[config.mk]
export PLATFORM = sky130hd
export DESIGN_NAME = uart_ctrl
export DESIGN_NICKNAME = d
export VERILOG_FILES = /design/src/rtl/uart_ctrl.sv
export SDC_FILE = /design/constraint.sdc
export NUM_CORES = 1
export LEC_CHECK = 0
export CAP_MARGIN = 10
export CORE_ASPECT_RATIO = 0.7
export CORE_MARGIN = 2
export CORE_UTILIZATION = 46
export CTS_CLUSTER_SIZE = 25
export DETAILED_ROUTE_END_ITERATION = 7
export GPL_TIMING_DRIVEN = 0
export PLACE_DENSITY = 0.94
export SLEW_MARGIN = 5
export SYNTH_ARGS = -nofsm -noshare
export SYNTH_HDL_FRONTEND = slang
export SYNTH_SLANG_ARGS = --single-unit
[constraint.sdc]
create_clock -name clk -period 3.35 [get_ports clk]
set_input_delay 0.67 -clock clk [delete_from_list [all_inputs] [get_ports clk]]
set_output_delay 0.67 -clock clk [all_outputs]
set_load 0.1 [all_outputs]
[src/rtl/uart_ctrl.sv]
// uart_ctrl: bus-master sequencer for the memory-mapped UART core.
//
// Polls the UART status register and drains received bytes into a small RX
// FIFO presented as a valid/ready stream. Shares the single UART transmitter
// between two byte requesters using round-robin arbitration.
//
// Ports:
//   clk, reset_n            clock, asynchronous active-low reset
//   tx0_* / tx1_*           requester byte streams (data, valid in; ready pulse out)
//   rx_data/rx_valid/rx_level  head, non-empty flag and occupancy of the RX FIFO
//   rx_ready                consumer pops the head when rx_valid & rx_ready
//   uart_addr/din/lane/wr/valid  UART register access (addr bit 2: 1 = status)
//   uart_dout               UART registered read data, valid one cycle after addr
//   last_grant              index of the most recently granted TX requester
module uart_ctrl #(
    parameter int RX_DEPTH = 4,
    parameter int SETTLE   = 2
) (
    input  logic                      clk,
    input  logic                      reset_n,
    input  logic [7:0]                tx0_data,
    input  logic                      tx0_valid,
    output logic                      tx0_ready,
    input  logic [7:0]                tx1_data,
    input  logic                      tx1_valid,
    output logic                      tx1_ready,
    output logic [7:0]                rx_data,
    output logic                      rx_valid,
    input  logic                      rx_ready,
    output logic [$clog2(RX_DEPTH):0] rx_level,
    output logic [2:0]                uart_addr,
    output logic [31:0]               uart_din,
    input  logic [31:0]               uart_dout,
    output logic [3:0]                uart_lane,
    output logic                      uart_wr,
    output logic                      uart_valid,
    output logic                      last_grant
);

    localparam int PW = $clog2(RX_DEPTH);
    localparam int LW = PW + 1;
    localparam int CW = (SETTLE > 1) ? $clog2(SETTLE) : 1;

    typedef enum logic [2:0] {
        S_POLL,
        S_POLL_WAIT,
        S_RD,
        S_RD_WAIT,
        S_WR,
        S_SETTLE
    } state_t;

    state_t state, next_state;

    logic [7:0]    mem [RX_DEPTH];
    logic [PW-1:0] wr_ptr, rd_ptr;
    logic [LW-1:0] count;
    logic          fifo_full, push, pop;
    logic          tx_idle, rx_avail;
    logic          grant;
    logic [CW-1:0] settle_cnt;
    logic          unused_dout;

    assign tx_idle     = uart_dout[14];
    assign rx_avail    = uart_dout[8];
    assign unused_dout = ^{uart_dout[31:15], uart_dout[13:9]};

    assign fifo_full = (count == LW'(RX_DEPTH));
    // The UART is never read while the FIFO is full, so the guard only
    // protects against an impossible overflow.
    assign push      = (state == S_RD_WAIT) && !fifo_full;
    assign pop       = rx_valid && rx_ready;

    assign rx_valid = (count != '0);
    assign rx_level = count;
    assign rx_data  = mem[rd_ptr];

    // Round-robin: with both requesters pending, the one not granted last wins.
    always_comb begin
        if (tx0_valid && tx1_valid) begin
            grant = ~last_grant;
        end else begin
            grant = ~tx0_valid;
        end
    end

    always_ff @(posedge clk or negedge reset_n) begin
        if (!reset_n) begin
            state <= S_POLL;
        end else begin
            state <= next_state;
        end
    end

    always_comb begin
        next_state = state;
        case (state)
            S_POLL:      next_state = S_POLL_WAIT;
            S_POLL_WAIT: begin
                if (rx_avail && !fifo_full) begin
                    next_state = S_RD;
                end else if (tx_idle && (tx0_valid || tx1_valid)) begin
                    next_state = S_WR;
                end else begin
                    next_state = S_POLL;
                end
            end
            S_RD:        next_state = S_RD_WAIT;
            S_RD_WAIT:   next_state = S_POLL;
            S_WR:        next_state = (SETTLE == 0) ? S_POLL : S_SETTLE;
            S_SETTLE: begin
                if (settle_cnt == CW'(SETTLE - 1)) begin
                    next_state = S_POLL;
                end
            end
            default:     next_state = S_POLL;
        endcase
    end

    always_ff @(posedge clk or negedge reset_n) begin
        if (!reset_n) begin
            settle_cnt <= '0;
        end else if (state == S_SETTLE) begin
            settle_cnt <= settle_cnt + CW'(1);
        end else begin
            settle_cnt <= '0;
        end
    end

    // Bus outputs are registered from the next state so that they line up
    // with the state the controller is actually in.
    always_ff @(posedge clk or negedge reset_n) begin
        if (!reset_n) begin
            uart_addr  <= 3'b100;
            uart_din   <= '0;
            uart_lane  <= 4'b0001;
            uart_wr    <= 1'b0;
            uart_valid <= 1'b0;
            tx0_ready  <= 1'b0;
            tx1_ready  <= 1'b0;
            last_grant <= 1'b1;
        end else begin
            uart_addr  <= (next_state == S_POLL || next_state == S_POLL_WAIT) ? 3'b100 : 3'b000;
            uart_lane  <= 4'b0001;
            uart_wr    <= (next_state == S_WR);
            uart_valid <= (next_state == S_RD) || (next_state == S_WR);
            tx0_ready  <= (next_state == S_WR) && !grant;
            tx1_ready  <= (next_state == S_WR) && grant;
            if (next_state == S_WR) begin
                uart_din   <= {24'd0, grant ? tx1_data : tx0_data};
                last_grant <= grant;
            end
        end
    end

    always_ff @(posedge clk or negedge reset_n) begin
        if (!reset_n) begin
            wr_ptr <= '0;
            rd_ptr <= '0;
            count  <= '0;
        end else begin
            if (push) begin
                wr_ptr <= wr_ptr + PW'(1);
            end
            if (pop) begin
                rd_ptr <= rd_ptr + PW'(1);
            end
            case ({push, pop})
                2'b10:   count <= count + LW'(1);
                2'b01:   count <= count - LW'(1);
                default: count <= count;
            endcase
        end
    end

    // Storage carries no reset; reset discards contents by clearing pointers.
    always_ff @(posedge clk) begin
        if (push) begin
            mem[wr_ptr] <= uart_dout[7:0];
        end
    end

endmodule

Word level (Yosys, flattened, before mapping)

Memory sizes are Yosys's and may differ from the RTL's.
Cells that the tools add are included.
W data, S select, Z words.

Input port bits: 53
Flip-flop bits (word level): 27
Memories: 1
RAM bits: 32
Output and inout port bits: 56
Word-level logic and storage cells: 58

Memory list:

| memory | depth | width | read ports | clocked after memory_dff | wr ports | line | source |
|---|---|---|---|---|---|---|---|
| mem    | 4     | 8     | 1          | 0                        | 1        | 55   | `logic [7:0] mem [RX_DEPTH];` |

Reductions and logical operators: 16
Add/sub/neg operators: 5
Multiplexer cells: 11
Equality and inequality tests: 11
Bitwise logic cells: 2

Operator list:

| operator              | count |
|---|---|
| $pmux W3 S5           | 1 |
| $eq A3 B3 Y1 const B  | 4 |
| $mux W3               | 4 |
| $eq A3 B2 Y1 const B  | 3 |
| $mux W8               | 1 |
| $logic_and A1 B1 Y1   | 7 |
| $eq A3 B1 Y1 const B  | 2 |
| $logic_not A3 Y1      | 2 |
| $pmux W3 S2           | 1 |
| $add A2 B1 Y2 const B | 2 |
| $mux W1               | 4 |
| $add A3 B1 Y3 const B | 1 |
| $logic_or A1 B1 Y1    | 3 |
| $reduce_bool A3 Y1    | 1 |
| $sub A3 B1 Y3 const B | 1 |
| $eq A2 B1 Y1 const B  | 1 |
| $eq A2 B2 Y1 const B  | 1 |
| $logic_not A1 Y1      | 2 |
| $not A1 Y1            | 2 |
| $reduce_bool A2 Y1    | 1 |
| $add A1 B1 Y1 const B | 1 |

Logic depth before layout (Yosys ltp)

Depth after elaboration: 8
Gate-level depth with buffers: 10
Gate-level depth less buffers: 9

Worst setup path after synthesis

OpenSTA, ideal clock, no wires.

Path kind: register to register
From: register count[0], in the netlist rx_level[0]
To: register count[2], in the netlist rx_level[2]
Stages on the path, launching flop included: 9
Arrival: 2.977 ns
Path buffers: 0
Clock period less this slack: 3.139 ns
Path slack: 0.211 ns
Data required time: 3.188 ns
Library setup time: 0.162 ns
Cells stage by stage: dfrtp_1 or3_1 and2_1 ha_1 inv_1 fa_1 xor2_1 nor2_1 xor2_1

Elaborated cells between the ends (all ways): 11
Those cells by class: 2 x add/sub; 3 x eq/ne; 1 x mux; 5 x reduce/logical

RTL lines:

| item                                              | line | source |
|---|---|---|
| start, declared                                   | 57   | `logic [LW-1:0] count;` |
| start signal, assigned                            | 169  | `2'b10: count <= count + LW'(1);` |
| start signal, assigned                            | 170  | `2'b01: count <= count - LW'(1);` |
| start signal, assigned                            | 171  | `default: count <= count;` |
| $reduce_bool A3 Y1 *                              | 74   | `assign rx_valid = (count != '0);` |
| via rx_valid                                      | 28   | `output logic rx_valid,` |
| $logic_and A1 B1 Y1 *                             | 72   | `assign pop = rx_valid && rx_ready;` |
| via pop                                           | 58   | `logic fifo_full, push, pop;` |
| $eq A2 B1 Y1 or $eq A2 B2 Y1 (tied branches)      | 168  | `case ({push, pop})` |
| $pmux W3 S2 or $reduce_bool A2 Y1 (tied branches) | -    |  |

The timed path passes the listed nets; every way through them passes the cells marked *.
A chain may end at the register's enable or synchronous reset.

Final worst setup path

From: register rd_ptr[1]
To: output port rx_data[1]

Longest elaborated chain between the ends: 1

Ends and longest elaborated chain:

| item                   | line | source |
|---|---|---|
| start, declared        | 56   | `logic [PW-1:0] wr_ptr, rd_ptr;` |
| start signal, assigned | 166  | `rd_ptr <= rd_ptr + PW'(1);` |
| $mem_v2 Z4 W8          | -    |  |
| end, declared          | 27   | `output logic [7:0] rx_data,` |

No other way between the ends.

==> results by group <==
Synthesis
  • Cells after Synth: 181
  • Largest family of logic cells by synthesized area: buffers and inverters
  • YS warnings: 0
  • Most common cell in the netlist: edfxtp_1
  • Main flop type after synthesis: edfxtp_1
  • Synth Area in Simple Gates: 0.0667
  • Compound-Gate Fraction of Synth Area: 0.0572
  • Post-synth EDFFs: 32
  • Post-synth ARST share: 0.439
  • Top cells by area, synth: edfxtp_1 (37%), dfrtp_1 (22%), buf_4 (8.6%), mux4_2 (6.9%), mux2i_1 (3.4%)
  • Netlist cell types: 33
  • Cell Area, Synth: 2630 um2
  • Mean Syn Cell Area: ~15 um2
  • Synth Area in Adders: 0.0314
  • Most area-hungry cell type in the Yosys netlist: edfxtp_1
  • Multiplexer area fraction after synthesis: 0.103
  • Post-synthesis sequential area ratio: 0.605
  • Xor/xnor share of the synthesized area: 0.0233
  • Synth Register Bits: 57
  • Top cells by count, synth: edfxtp_1 (32), buf_4 (30), dfrtp_1 (23)
  • Post-synth top area share: 0.366

Cells and area
  • Multi-input combinational cell area: 852 um2
  • Number of fillers in the final layout: 370
  • Inserted Diodes: 0
  • Layout Cells excl Fill: between 300 and 400
  • Syn-to-layout area delta: 39.2%
  • Nets: ~340
  • Finished Core Util: 0.681
  • Layout cells sized above 1: 0.255
  • Reg area: around 1600 um2

Setup path
  • CP Launch Type: register
  • Data required, critical path: about 2.7 ns
  • Reg2reg setup slack: around 0.85 ns
  • CP Capture Type: output pin
  • Reg2Reg Depth: 10
  • Crit path max fanout: 9
  • Crit Path Class: register to output pin
  • CP arrival: ~2.6 ns

CTS
  • Clock sinks: 57
  • Hold Buf Count CTS: 0
  • H-tree depth: 3
  • CTS root buf: clkbuf_8
  • CTS tree: built
  • CTS Buf Count: 9
  • Clock slew at reported path FFs: roughly 0.07 ns
  • Clk buf depth: 2
  • Worst-Skew Late Latency: about 0.34 ns

GRT
  • Vias in the first global route: approximately 1600
  • Total track usage: 0.181
  • Largest net degree at the start of global routing: 26
  • First-pass GRT wire length: between 8000 and 9000 um
  • Initial antenna violation count: 0
  • Grt ovf: 0

STA
  • Final Skew: a little under 0.009 ns
  • Tcrit/Tclk final: 0.981
  • Relative max-transition margin: 0.309
  • # setup viols final: 0
  • Actual slew at the worst max-slew pin: roughly 1.0 ns
  • Shortest period the worst path allows: about 3.3 ns
  • Slew Limit Fails: 0
  • Fmax: 304 MHz
  • RSZ-0062 raised after global routing: no
  • Fin. Hold Viols: 0
  • Setup TNS: 0 ns

Route
  • Post-route ant nets: 0
  • Via count: 1636
  • WL/cell: 14.6 um
  • Number of remaining DRC errors: 0
  • Drt first pass iters: 4
  • DR iter-0 viols: 91
  • Vias/cell: 4.62
  • Total wire length: 5180 um

Floorplanning
  • Core area: approximately 5400 um2
  • Die span in x: between 90 and 100 um
  • Die Y: roughly 67 um
  • Initial Util: 0.489
  • Boundary pin count: about 110
  • Die footprint: 6340 um2
  • Cell Rows: 22

Placement
  • Dpl cells: between 300 and 400
  • Final HPWL DP: roughly 3700 um
  • Gpl congestion: approximately 0.76
  • IO Port Bufs: 56

Status
  • Status: completed

Hold path
  • Hold WC Path Type: register to register
  • Hold Path Stages: 1

Run
  • Max Cap Violations: 0
[flip-flops by register name, indices dropped and copies added, names as in the netlist, 2 cells and up]
name	count
state	3
wr_ptr	2
rx_level	3
uart_din	8
rd_ptr	2
mem	32
[cell type report]
type / instances / area share
multi-input cells: 109 / 0.233
inverters: 7 / 0.00719
well taps: 72 / 0.0246
clock inverters: 5 / 0.0226
repair buffers: 57 / 0.158
plain buffers: 36 / 0.0722
clock buffers: 11 / 0.0476
flip-flops and latches: 57 / 0.435
[final timing paths]
kind,from,end
worst max-delay path,rd_ptr[1],rx_data[1]
worst min-delay path,rx_level[2],rx_level[2]
worst max register to register,rx_level[0],rx_level[2]
worst min register to register,rx_level[2],rx_level[2]
max in group asynchronous,reset_n,last_grant
min in group asynchronous,reset_n,rd_ptr[0]
[worst max-delay path, stage by stage (launching register included)]
cell and delay (ns):
dfrtp_1 0.32, buf_1 0.49, mux4_2 0.34, clkdlybuf4s50_1 1.13
[metrics by stage]
step           setup WS (ns)  area (um2)  hold slack (ns)
2_1_floorplan          0.211        2730            0.374
3_3_place_gp           0.490        3380            0.492
3_5_place_dp           0.464        3380            0.500
4_1_cts               0.0146        3640            0.518
5_1_grt               0.0100        3660            0.556
6_report              0.0643        3660            0.511
[layer usage]
metal,global-route usage,vias up,routed length [um]
li1,-,768,-
met1,0.230,809,2120
met2,0.279,49,2610
met3,0.0759,10,311
met4,0.0743,0,142
met5,0,-,0
[cells by family (layout without fill, tap and decap cells)]
logic type	count (synthesis)	count (layout)
DFF	57	57
and+or+nand+nor	32	32
buffers and inverters	43	116
AOI/OAI and AO/OA	17	17
muxes	17	17
adders and majority gates	6	6
xor gates and xnor gates	7	7
other	2	30
[layout by cell type, fill, tap and decap left out, types with 2 or more instances in the layout]
cell,instances
buf_4,30
clkdlybuf4s50_1,55
clkbuf_8,9
nor2_2,2
inv_1,7
buf_6,2
xor2_1,3
o21ai_0,3
edfxtp_1,32
bufinv_16,2
dfrtp_1,23
ha_1,5
o211a_1,2
clkbuf_16,2
dfstp_2,2
mux4_2,8
conb_1,30
nand2_1,2
nand2b_1,5
and2_1,6
clkbuf_1,2
a21oi_2,8
xnor2_1,4
clkinv_4,2
nor2_1,12
mux2i_1,9
[repair_timing]
item                       4_1_cts  5_1_grt
setup endpoints to repair        0        1
gates resized for setup          0        1
setup buffers                    0        0
Power is left out: the tool's default activity adds up to more than one toggle a clock period on the data nets, which glitch-free logic cannot reach.
